File: src/rtl/fb_arbiter.sv
// Single-port framebuffer arbiter (VGA > CPU > fill) with a whole-buffer fill engine.
// The SRAM is driven combinationally from the current grant; read data returns one cycle later.
module fb_arbiter #(
   parameter int unsigned FB_DEPTH = 34240,
   parameter int unsigned ADDR_W   = 16
) (
   input  logic              clk,
   input  logic              rst_async,
   input  logic              vga_active,
   input  logic [ADDR_W-1:0] vga_addr,
   output logic [2:0]        vga_pixel,
   input  logic              cpu_req,
   input  logic              cpu_we,
   input  logic [ADDR_W-1:0] cpu_addr,
   input  logic [2:0]        cpu_wdata,
   output logic              cpu_ack,
   output logic [2:0]        cpu_rdata,
   input  logic              fill_start,
   input  logic [2:0]        fill_color,
   output logic              fill_busy,
   output logic [ADDR_W-1:0] sram_addr,
   output logic              sram_we,
   output logic [2:0]        sram_wdata,
   input  logic [2:0]        sram_rdata
);

   localparam logic [ADDR_W-1:0] FILL_LAST = ADDR_W'(FB_DEPTH - 1);

   typedef enum logic [1:0] {GNT_NONE, GNT_VGA, GNT_CPU, GNT_FILL} grant_t;
   typedef enum logic {ST_IDLE, ST_FILL} fill_state_t;

   grant_t            grant;
   grant_t            last_grant;
   fill_state_t       state;
   fill_state_t       state_nxt;
   logic [ADDR_W-1:0] fill_addr;
   logic [ADDR_W-1:0] fill_addr_nxt;
   logic [2:0]        fill_color_q;
   logic [2:0]        fill_color_nxt;
   logic              cpu_rd_q;
   logic [2:0]        cpu_rdata_q;
   logic [2:0]        vga_hold;

   assign fill_busy = (state == ST_FILL);

   // Fixed-priority grant; the CPU is locked out during its own ack cycle.
   always_comb begin
      grant = GNT_NONE;
      if (vga_active)
         grant = GNT_VGA;
      else if (cpu_req && !cpu_ack)
         grant = GNT_CPU;
      else if (fill_busy)
         grant = GNT_FILL;
   end

   always_comb begin
      sram_addr  = '0;
      sram_we    = 1'b0;
      sram_wdata = '0;
      case (grant)
         GNT_VGA: sram_addr = vga_addr;
         GNT_CPU: begin
            sram_addr  = cpu_addr;
            sram_we    = cpu_we;
            sram_wdata = cpu_wdata;
         end
         GNT_FILL: begin
            sram_addr  = fill_addr;
            sram_we    = 1'b1;
            sram_wdata = fill_color_q;
         end
         default: sram_addr = '0;
      endcase
      if (rst_async)
         sram_we = 1'b0;
   end

   // Read data arrives in the cycle after the grant, so pass it through then and hold it after.
   assign cpu_rdata = (cpu_ack && cpu_rd_q) ? sram_rdata : cpu_rdata_q;
   assign vga_pixel = (last_grant == GNT_VGA) ? sram_rdata : vga_hold;

   always_ff @(posedge clk or posedge rst_async) begin
      if (rst_async) begin
         last_grant  <= GNT_NONE;
         cpu_ack     <= 1'b0;
         cpu_rd_q    <= 1'b0;
         cpu_rdata_q <= '0;
         vga_hold    <= '0;
      end else begin
         last_grant <= grant;
         cpu_ack    <= (grant == GNT_CPU);
         cpu_rd_q   <= (grant == GNT_CPU) && !cpu_we;
         if (cpu_ack && cpu_rd_q)
            cpu_rdata_q <= sram_rdata;
         if (last_grant == GNT_VGA)
            vga_hold <= sram_rdata;
      end
   end

   always_ff @(posedge clk or posedge rst_async) begin
      if (rst_async) begin
         state        <= ST_IDLE;
         fill_addr    <= '0;
         fill_color_q <= '0;
      end else begin
         state        <= state_nxt;
         fill_addr    <= fill_addr_nxt;
         fill_color_q <= fill_color_nxt;
      end
   end

   // Fill advances only on cycles it actually owns the SRAM; restarts are ignored while busy.
   always_comb begin
      state_nxt      = state;
      fill_addr_nxt  = fill_addr;
      fill_color_nxt = fill_color_q;
      case (state)
         ST_IDLE: begin
            if (fill_start) begin
               state_nxt      = ST_FILL;
               fill_addr_nxt  = '0;
               fill_color_nxt = fill_color;
            end
         end
         ST_FILL: begin
            if (grant == GNT_FILL) begin
               if (fill_addr == FILL_LAST)
                  state_nxt = ST_IDLE;
               else
                  fill_addr_nxt = fill_addr + ADDR_W'(1);
            end
         end
         default: state_nxt = ST_IDLE;
      endcase
   end

endmodule

File: config.mk
export PLATFORM = sky130hd
export DESIGN_NAME = fb_arbiter
export DESIGN_NICKNAME = d
export VERILOG_FILES = /design/src/rtl/fb_arbiter.sv
export SDC_FILE = /design/constraint.sdc
export NUM_CORES = 1
export LEC_CHECK = 0
export ABC_CLOCK_PERIOD_IN_PS = 2400
export BUFFER_PORTS_ARGS = -buffer_cell sky130_fd_sc_hd__buf_2
export CAP_MARGIN = 20
export CORE_MARGIN = 2
export CORE_UTILIZATION = 47
export DETAILED_ROUTE_END_ITERATION = 6
export PLACE_DENSITY = 0.9
export SETUP_SLACK_MARGIN = 0.15
export SLEW_MARGIN = 30
export SYNTH_ARGS = -nofsm -noshare
export SYNTH_HDL_FRONTEND = slang
export SYNTH_SLANG_ARGS = --single-unit
File: constraint.sdc
create_clock -name clk -period 2.4 [get_ports clk]
set_clock_uncertainty 0.05 [all_clocks]
set_input_delay 0.24 -clock clk [delete_from_list [all_inputs] [get_ports clk]]
set_output_delay 0.24 -clock clk [all_outputs]
set_load 0.03 [all_outputs]
## After elaboration in Yosys (flattened, before gate mapping)

Index checks and enable logic that the tools add are counted.

- Word-level logic and storage cells: 42
- Bits in registers: 30
- Input port bits: 47
- Output and inout port bits: 28

- Equality and inequality tests: 8
- $add $sub $neg: 1
- Reduce and logical (&&, ||, !) cells: 7
- Multiplexer cells: 17
- Bitwise logic cells: 1

Operators by type and width:

| cell | count |
|---|---|
| 16-bit two-way mux | 3 |
| 16-bit one-hot mux with 3 select lines | 1 |
| 16-bit one-hot mux with 2 select lines | 1 |
| 16-bit by 1-bit adder with 16-bit output, second input constant | 1 |
| 16-bit == test, second input constant | 1 |
| 2-bit two-way mux | 3 |
| 3-bit two-way mux | 2 |
| 3-bit one-hot mux with 2 select lines | 1 |
| 2-bit by 1-bit == test with 1-bit output, second input constant | 2 |
| 2-bit == test, second input constant | 2 |
| 1-bit two-way mux | 4 |
| 2-bit != test, second input constant | 2 |
| 1-bit one-hot mux with 2 select lines | 2 |
| 1-bit logical AND | 3 |
| 3-bit AND reduction | 1 |
| 1-bit logical NOT | 2 |
| 2-bit by 1-bit != test with 1-bit output, second input constant | 1 |
| 2-bit AND reduction | 1 |
| 1-bit inverter | 1 |

## Logic depth before layout (Yosys ltp)

Gate-level depths: netlist (run 1).

- Depth in word-level cells: 7
- Gate-level depth with buffers: 6
- Gate-level depth less buffers: 5

## Worst setup path before layout (run 1)

OpenSTA, ideal clock, no wires.

- Path type: in2out
- Start: in rst_async
- End: out sram_we
- Path slack: 341 ps
- Stages on the path: 3
- Arrival time: 1769 ps
- Buffers on the path: 0
- Data required time: 2110 ps
- Path through: inv_1 > o21ai_0 > nor3_1

- Longest elaborated chain between the ends: 1

RTL lines:

| what | line | RTL |
|---|---|---|
| from (decl) | 8 | `input logic rst_async,` |
| 1-bit two-way mux | 75 | `if (rst_async)` |
| to (decl) | 22 | `output logic sram_we,` |

Every way passes these cells.

## Worst setup path in the final report (run 1)

- Start: reg cpu_ack
- End: out sram_addr[8]

- Longest elaborated chain between the ends: 6
- Elaborated cells on any way between the ends: 8
- Those cells by class: 3 x eq/ne; 3 x mux; 2 x reduce/logical

RTL lines:

| what | line | RTL |
|---|---|---|
| from (decl) | 16 | `output logic cpu_ack,` |
| from (signal assigned) | 92 | `cpu_ack <= (grant == GNT_CPU);` |
| 1-bit logical NOT * | 51 | `else if (cpu_req && !cpu_ack)` |
| 1-bit logical AND * | 51 |  |
| 2-bit two-way mux * | 51 |  |
| 2-bit two-way mux * | 49 | `if (vga_active)` |
| 2-bit == test / 2-bit by 1-bit == test with 1-bit output (equally long branches) | 61 | `case (grant)` |
| 16-bit one-hot mux with 3 select lines * | 61 |  |
| to (decl) | 21 | `output logic [ADDR_W-1:0] sram_addr,` |

Every way passes the cells marked *; elsewhere a longest branch is shown, timed or not.

==> impl_metrics.ini, run 1 <==
[floorplan]
dieArea_sq_um = 4158
die_h_um = 64.48
io_pins = 75
fp-row-count = 21
initial_core_util_pct = 50.33
die_w_um = 64.48
core_area_sq_um = 3416

[place]
gp_congestion = 0.9123
port-buffer-count = 74
dp_cells = 292
placed_area_sq_um = 2142
place_ws_ns = 0.5523
post-dp-hpwl_mm = 3.225

[power]
power_density_nw_per_um2 = 643.1
vdd_drop_max_uv = 352.4
leakage_nw = 1.219

[clock_tree]
cts.clk_slew.worst_paths_ns = 0.09
numCtsBuffers = 5
ctsResizeCount = 0
cts_sinks = 30
clkLatencyLatePin_ns = 0.34
htree_levels = 2
cts_tree = yes
cts-root-buf = clkbuf_4
clock_path_buffers = 2

[setup_path]
worstPathArrival_ns = 1.83
start_kind = flop
end_kind = output pin
required_ns = 2.11
crit_type = flop to output pin
path_max_fanout = 8
worst-r2r-setup-slack_ns = 0.51

[drt]
wl_per_cell_um = 14.48
vias = 1734
drt_wl_total_mm = 4.386
drt-initial-drc-count = 173
avgViaCountPerCell = 5.723
drc_errors = 0
ant_nets = 0
dr.pass1.iters = 5

[final_layout]
fin_cells = 303
final_layout_size_suffix_gt1_share_pct = 38.91
post-route-util_pct = 65.20
antenna_cells = 0
area_growth_pct = 29.55
nets = 304
fin_area_sq_um = 2227

[hold_path]
min_path_type = input port to flop

[synthesis]
synth_seq_cells = 30
ys_seq_area_share_pct = 43.67
synth_cells = 176
ys.warnings.count = 0
synth_cell_types = 37
post_synth.cell_area_avg_sq_um = 9.768
synth_edf_count = 0
syn_nets = 224
async_reset_ff_share_pct = 100.0
synthFlopType = dfrtp_1
netlist_area_sq_um = 1719

[global_route]
grt_max_degree = 31
first_global_vias = 1517
grt_pass1_wl_mm = 7.058
antenna_found_initial = 0
overflow = 0
track_usage_pct = 22.00

[sta]
finalHoldViolCount = 0
setup_viol = 0
slew_viol_final = 0
rsz0062_at_grt = no
fin_crit_sh_pct = 88.42
tightestPinTransition_ns = 0.7467
tns_ns = 0
fmax_mhz = 471.3
final.min_clock_period_ns = 2.122
setup_ws_ns = 0.2780
relSlewSlack_pct = 50.22

[run_status]
status = complete, no violations

[run]
maxCapViolations = 0
## registers in the layout, summed over array words and instances (netlist names)
signal        count
fill_busy         1
fill_color_q      3
cpu_rdata_q       3
cpu_ack           1
last_grant        2
fill_addr        16
cpu_rd_q          1
vga_hold          3
## cell type report
type / instances / area (sq um)
Clock buffer: 7 / 55.05
Timing Repair Buffer: 84 / 447.9
Clock inverter: 1 / 5.005
Inverter: 17 / 63.81
Sequential cell: 30 / 750.7
Fill cell: 287 / 1189
Multi-Input combinational cell: 118 / 847.1
Tap cell: 46 / 57.56
## critical path: stages, from the launching register on
cell	delay, ns
dfrtp_1	0.41
nor2b_1	0.12
buf_4	0.14
nor2_1	0.05
buf_4	0.16
a222oi_1	0.35
inv_1	0.07
buf_2	0.18
## final timing paths
kind	depth (start not counted)	from	end
max	7	cpu_ack$_DFF_PP0_	sram_addr[8]
min	2	cpu_we	cpu_rd_q$_DFF_PP0_
max reg2reg	5	fill_addr[0]$_DFFE_PP0P_	fill_addr[1]$_DFFE_PP0P_
min reg2reg	2	fill_color_q[1]$_DFFE_PP0P_	fill_color_q[1]$_DFFE_PP0P_
max in group asynchronous	4	rst_async	last_grant[1]$_DFF_PP0_
min in group asynchronous	4	rst_async	fill_addr[1]$_DFFE_PP0P_
## power by group
part           total (mW)  switching (mW)  internal, mW
logic               0.451           0.266         0.185
clock network       0.320           0.178         0.142
registers           0.661          0.0807         0.581
## synthesized netlist by cell type (all sizes together) (2+ instances only)
cell type	instances	share of area [%]
o211ai	2	0.87
nand4	7	2.5
nor3	5	2.1
dfrtp	30	44
nor2	5	1.1
a222oi	16	9.3
nor4bb	3	1.7
nand2b	6	2.6
clkbuf	9	2.0
and3	4	1.5
a22o	3	1.5
mux2	6	3.9
a31o	2	1.0
o31ai	3	1.3
nor2b	2	0.73
nand2	24	5.2
mux2i	9	5.2
nand3	7	2.0
buf	2	1.3
inv	17	3.7
o21ai	2	0.58
## cells by family after synthesis
logic type | Yosys count | share of synthesized area (%)
AO/OA/AOI/OAI | 32 | 16.30
XOR/XNOR | 1 | 0.5096
adder cells (fa/ha/maj) | 1 | 0.7277
buffers and inverters | 28 | 7.059
flip-flops | 30 | 43.67
multiplexers | 15 | 9.170
AND/OR/NAND/NOR | 69 | 22.56
## what timing repair did
action,4_1_cts,5_1_grt
endpoints found under the setup margin,0,4
setup buffers,0,2
hold buffers,1,0
hold endpoints to repair,30,0
## through the flow
step	power [mW]	hold WS [ns]
after floorplan	0.9734	0.2608
after global placement	1.103	0.3227
after detailed placement	1.118	0.3139
after CTS	1.434	0.02347
after global routing	1.514	0.02039
final	1.432	0.03422
## cell usage in the layout, fill, tap and decap left out, types with 3 or more instances in the layout
cell | synthesis | final
nor3_1 | 4 | 4
nand3_1 | 7 | 7
nand2b_1 | 5 | 5
mux2i_1 | 9 | 9
and3_1 | 4 | 4
mux2_2 | 6 | 6
nand4_1 | 7 | 7
nor4bb_1 | 3 | 3
a22o_1 | 3 | 3
nor2_1 | 5 | 5
dfrtp_1 | 30 | 30
a222oi_1 | 16 | 16
o31ai_1 | 3 | 3
inv_1 | 17 | 17
clkbuf_4 | 0 | 5
nand2_1 | 24 | 24
buf_4 | 0 | 9
buf_2 | 0 | 74
## metal layers
layer / wire length [um] / part of all wire [%] / GRT usage (%)
met1: 1872 / 43 / 28.14
met2: 2031 / 46 / 36.59
met3: 442 / 10 / 5.903
met4: 40 / 0.91 / 6.649
met5: 0 / 0 / 0
Power figures use the tool's default switching activity.
==> run 2: changes to the inputs <==
--- a/config.mk
+++ b/config.mk
@@ -9,9 +9,10 @@
 export BUFFER_PORTS_ARGS = -buffer_cell sky130_fd_sc_hd__buf_2
 export CAP_MARGIN = 20
 export CORE_MARGIN = 2
-export CORE_UTILIZATION = 47
+export CORE_UTILIZATION = 49
+export CTS_BUF_LIST = sky130_fd_sc_hd__clkbuf_2
 export DETAILED_ROUTE_END_ITERATION = 6
-export PLACE_DENSITY = 0.9
+export PLACE_DENSITY = 0.93
 export SETUP_SLACK_MARGIN = 0.15
 export SLEW_MARGIN = 30
 export SYNTH_ARGS = -nofsm -noshare
==> impl_metrics.ini, run 2 (synthesized netlist as in run 1, its figures left out) <==
[power]
leakage_nw = 1.220
p_sw_uw = 536.3
pwr-share-seq_pct = 48.1
internal_power_uw = 838.4
vdd_drop_max_uv = 347.2
power_density_nw_per_um2 = 612.8
p_clk_share_pct = 17.8
p_comb_share_pct = 34.1
swShare_pct = 39.02

[final_layout]
final_common_cell = buf_2
final_cell_mix = buf_2, dfrtp_1, nand2_1
largest-register = fill_addr
largest_reg_flops = 16
fin_area_sq_um = 2243
antenna_cells = 0
area_growth_pct = 30.49
multi_input_area_sq_um = 852.1
nets = 306
regArea_sq_um = 752.0
final_layout_size_suffix_gt1_share_pct = 39.77
fill_cells = 279
fin_cells = 305

[sta]
tns_ns = 0
final.min_clock_period_ns = 2.141
finalHoldViolCount = 0
fmax_mhz = 467.1
relSlewSlack_pct = 51.08
rsz0062_at_grt = yes
setup_viol = 0
tightestPinTransition_ns = 0.7338
fin_crit_sh_pct = 89.20
slew_viol_final = 0

[place]
port-buffer-count = 74
dp_cells = 290
post-dp-hpwl_mm = 3.061
placed_area_sq_um = 2127
gp_congestion = 0.7693

[run_status]
status = complete, no violations

[floorplan]
die_w_um = 63.23
io_pins = 75
initial_core_util_pct = 51.12
die_h_um = 63.23
fp-row-count = 21
core_area_sq_um = 3363
dieArea_sq_um = 3998

[hold_path]
hold_end = fill_color_q[1]$_DFFE_PP0P_
hold_depth = 3
min_from = fill_color[1]
min_path_type = input port to flop

[setup_path]
required_ns = 2.11
crit_buf_inv = 4
path_delay_family = buffers and inverters
crit_type = flop to output pin
r2r-end = fill_addr[1]$_DFFE_PP0P_
path_max_fanout = 10
start_kind = flop
critical_path.slowest_cell = dfrtp_1
path_cells = nor2b_1 -> buf_4 -> nor2_2 -> buf_2 -> a222oi_1 -> inv_1 -> buf_2
end_kind = output pin
worst-r2r-setup-slack_ns = 0.49
ff2ff_path_depth = 5
crit_top_cell = buf_2
crit-reg2reg-launch = fill_addr[0]$_DFFE_PP0P_
worstPathArrival_ns = 1.85
cpPeakStageDelay_ns = 0.43

[drt]
drt-initial-drc-count = 125
vias = 1742
avgViaCountPerCell = 5.711
drt_wl_total_mm = 4.579
drc_errors = 0
dr.pass1.iters = 4
wl_per_cell_um = 15.01
ant_nets = 0

[clock_tree]
cts-root-buf = clkbuf_2
clkLatencyLatePin_ns = 0.37
htree_levels = 2
cts_sinks = 30
cts.clk_slew.worst_paths_ns = 0.16
numCtsBuffers = 5
cts_tree = yes
clock_path_buffers = 2

[global_route]
antenna_found_initial = 0
grt_max_degree = 31
grt_pass1_wl_mm = 7.203
first_global_vias = 1630
overflow = 0
track_usage_pct = 22.76

[run]
maxCapViolations = 0
## run 2: cell count changes in the layout (fill, tap and decap cells not counted), moves of 2 or more
cell,change
buf_4,-5
clkbuf_2,+5
clkbuf_4,-4
buf_6,+3
dlygate4sd3_1,+2
nor2_1,-2
nor2_2,+2
## run 2: layer usage
| metal | part of all wire, % | GRT usage [%] | vias up |
|---|---|---|---|
| met2 | 49 | 38.96 | 83 |
| met1 | 40 | 28.34 | 823 |
| met3 | 8.8 | 4.643 | 12 |
| met5 | 0 | 0 | - |
| met4 | 2.1 | 8.696 | 0 |
| li1 | - | - | 824 |
## run 2: worst max-delay path by stage
stage | from | to | slack, ns | cells after the start
after floorplan | rst_async | sram_we | 0.34 | 3
after global placement | fill_addr[0]$_DFFE_PP0P_ | fill_addr[1]$_DFFE_PP0P_ | 0.65 | 5
after detailed placement | fill_addr[0]$_DFFE_PP0P_ | fill_addr[1]$_DFFE_PP0P_ | 0.54 | 5
after CTS | cpu_ack$_DFF_PP0_ | sram_addr[9] | 0.18 | 7
after global routing | cpu_ack$_DFF_PP0_ | sram_addr[7] | 0.13 | 7
final | cpu_ack$_DFF_PP0_ | sram_addr[2] | 0.26 | 7
## run 2: tightest hold or removal path, cell delays in order
cell	delay [ns]
buf_2	0.08
nand2_1	0.04
nand2_1	0.05
## run 2: power by group through the flow
stage | Combinational [mW] | Clock (mW) | Sequential [mW]
3_5_place_dp | 0.449 | 0 | 0.668
4_1_cts | 0.455 | 0.249 | 0.658
2_1_floorplan | 0.333 | 0 | 0.640
3_3_place_gp | 0.434 | 0 | 0.663
5_1_grt | 0.503 | 0.273 | 0.676
6_report | 0.468 | 0.245 | 0.661
## run 2: timing repair
| action | CTS | global route |
|---|---|---|
| hold buffers | 3 | 0 |
| gates resized for setup | 0 | 9 |
| setup endpoints to repair | 0 | 16 |
| setup buffers | 0 | 1 |
| endpoints found under the hold margin | 32 | 0 |
## run 2: stage by stage
step | hold slack, ns | setup slack, ns | power [mW] | utilization [%]
2_1_floorplan | 0.2608 | 0.3414 | 0.9734 | -
3_3_place_gp | 0.3190 | 0.6547 | 1.097 | 63.24
3_5_place_dp | 0.3145 | 0.5432 | 1.117 | 63.24
4_1_cts | 0.0009640 | 0.1848 | 1.361 | 65.36
5_1_grt | 0.01091 | 0.1259 | 1.451 | 66.70
6_report | 0.004183 | 0.2593 | 1.375 | 66.70
## run 2: area by class of cell
type | count | area share, %
Timing Repair Buffer | 86 | 21.25
Sequential cell | 30 | 33.52
Tap cell | 46 | 2.566
Inverter | 17 | 2.844
Clock buffer | 5 | 1.115
Clock inverter | 3 | 0.7250
Multi-Input combinational cell | 118 | 37.98
==> run 3: changes to the inputs <==
--- a/config.mk
+++ b/config.mk
@@ -12,7 +12,7 @@
 export CORE_UTILIZATION = 49
 export CTS_BUF_LIST = sky130_fd_sc_hd__clkbuf_2
 export DETAILED_ROUTE_END_ITERATION = 6
-export PLACE_DENSITY = 0.93
+export PLACE_DENSITY = 0.82
 export SETUP_SLACK_MARGIN = 0.15
 export SLEW_MARGIN = 30
 export SYNTH_ARGS = -nofsm -noshare
==> impl_metrics.ini, run 3 (synthesized netlist as in run 1, its figures left out) <==
[global_route]
overflow = 0
track_usage_pct = 22.04
antenna_found_initial = 0
grt_pass1_wl_mm = 6.941
grt_max_degree = 31
first_global_vias = 1560
use_met1_pct = 27.99
grt.busiest_layer = met2
met3_usage_pct = 5.893
met2_usage_pct = 36.70

[final_layout]
final_cell_mix = buf_2, dfrtp_1, nand2_1
area_growth_pct = 31.30
post-route-util_pct = 67.11
largest-register = fill_addr
final_common_cell = buf_2
nets = 307
largest_reg_flops = 16
fin_cells = 306
final_layout_size_suffix_gt1_share_pct = 40.00
antenna_cells = 0

[sta]
tightestPinTransition_ns = 0.7440
tns_ns = 0
fin_crit_sh_pct = 89.18
finalHoldViolCount = 0
fmax_mhz = 467.2
slew_viol_final = 0
rsz0062_at_grt = no
relSlewSlack_pct = 50.40
setup_viol = 0
final.min_clock_period_ns = 2.140

[drt]
wl_per_cell_um = 14.43
drt_wl_total_mm = 4.416
avgViaCountPerCell = 5.781
vias = 1769
drc_errors = 0
ant_nets = 0
drt-initial-drc-count = 123
dr.pass1.iters = 6

[setup_path]
path_max_fanout = 6
critical_path.slowest_cell = dfrtp_1
crit_type = flop to output pin
crit-reg2reg-launch = fill_addr[0]$_DFFE_PP0P_
path_cells = nor2b_1 -> buf_4 -> nor2_4 -> buf_6 -> a222oi_1 -> inv_1 -> buf_6
r2r-end = fill_addr[1]$_DFFE_PP0P_
start_kind = flop
path_delay_family = buffers and inverters
end_kind = output pin
crit_buf_inv = 4
ff2ff_path_depth = 5
worst-r2r-setup-slack_ns = 0.41
required_ns = 2.11
worstPathArrival_ns = 1.85
crit_top_cell = buf_6
cpPeakStageDelay_ns = 0.43

[clock_tree]
htree_levels = 2
clkLatencyLatePin_ns = 0.36
cts_sinks = 30
clock_path_buffers = 2
cts-root-buf = clkbuf_2
numCtsBuffers = 5
cts_tree = yes
cts.clk_slew.worst_paths_ns = 0.15

[power]
p_comb_share_pct = 34.2
vdd_drop_max_uv = 430.1
p_sw_uw = 523.3
swShare_pct = 38.23
leakage_nw = 1.233
internal_power_uw = 845.4
pwr-share-seq_pct = 48.3
power_density_nw_per_um2 = 606.4
power.total_mw = 1.369
p_clk_share_pct = 17.4

[place]
dp_cells = 291
post-dp-hpwl_mm = 3.081
port-buffer-count = 74
gp_congestion = 0.7854

[run_status]
status = complete, no violations

[floorplan]
core_area_sq_um = 3363
io_pins = 75
fp-row-count = 21
dieArea_sq_um = 3998
initial_core_util_pct = 51.12
die_w_um = 63.23
die_h_um = 63.23

[hold_path]
hold_depth = 3
min_path_type = input port to flop
hold_end = fill_color_q[2]$_DFFE_PP0P_
min_from = fill_color[2]

[run]
maxCapViolations = 0
[run 3: metrics by stage]
stage | setup slack [ns] | instance area [sq um] | hold WS [ns]
after detailed placement | 0.4876 | 2135 | 0.3076
after CTS | 0.1556 | 2193 | 0.008259
after floorplan | 0.3414 | 1719 | 0.2608
after global placement | 0.5102 | 2135 | 0.3085
after global routing | 0.1341 | 2257 | 0.01089
final | 0.2598 | 2257 | 0.02485
[run 3: layer usage]
metal  share of wire (%)  wire length [um]
met1                  41              1811
met2                  49              2166
met3                 8.8               390
met4                 1.1                48
met5                   0                 0
[run 3: tightest hold or removal path, stage by stage]
cell and delay, ns:
buf_2 0.07, nand2_1 0.04, nand2_1 0.05
[run 3: final cells by class]
class,instances,area (sq um)
clock inverters,2,8.758
fillers,304,1106
repair buffers,87,484.2
well taps,46,57.56
inverters,17,63.81
clock buffers,6,30.03
flip-flops and latches,30,750.7
multi-input cells,118,862.1
[run 3: power by group through the flow]
| stage | combinational (mW) | clock (mW) | sequential [mW] |
|---|---|---|---|
| 2_1_floorplan | 0.333 | 0 | 0.640 |
| 3_3_place_gp | 0.439 | 0 | 0.667 |
| 3_5_place_dp | 0.449 | 0 | 0.672 |
| 4_1_cts | 0.452 | 0.248 | 0.661 |
| 5_1_grt | 0.506 | 0.270 | 0.675 |
| 6_report | 0.469 | 0.239 | 0.661 |
[run 3: how the worst max path moves through the flow]
stage / from / endpoint / slack (ns) / cells after the start
after global routing: cpu_ack$_DFF_PP0_ / sram_addr[9] / 0.13 / 7
after detailed placement: fill_addr[0]$_DFFE_PP0P_ / fill_addr[1]$_DFFE_PP0P_ / 0.49 / 5
after floorplan: rst_async / sram_we / 0.34 / 3
after CTS: cpu_ack$_DFF_PP0_ / sram_addr[13] / 0.16 / 6
final: cpu_ack$_DFF_PP0_ / sram_addr[9] / 0.26 / 7
after global placement: fill_addr[0]$_DFFE_PP0P_ / fill_addr[1]$_DFFE_PP0P_ / 0.51 / 5
[run 3: repair_timing]
action                                  in CTS  in global routing
hold buffers                                 2                  0
endpoints found under the hold margin       31                  0
resized for setup                            0                  9
endpoints found under the setup margin       0                 19
buffers inserted                             0                  4
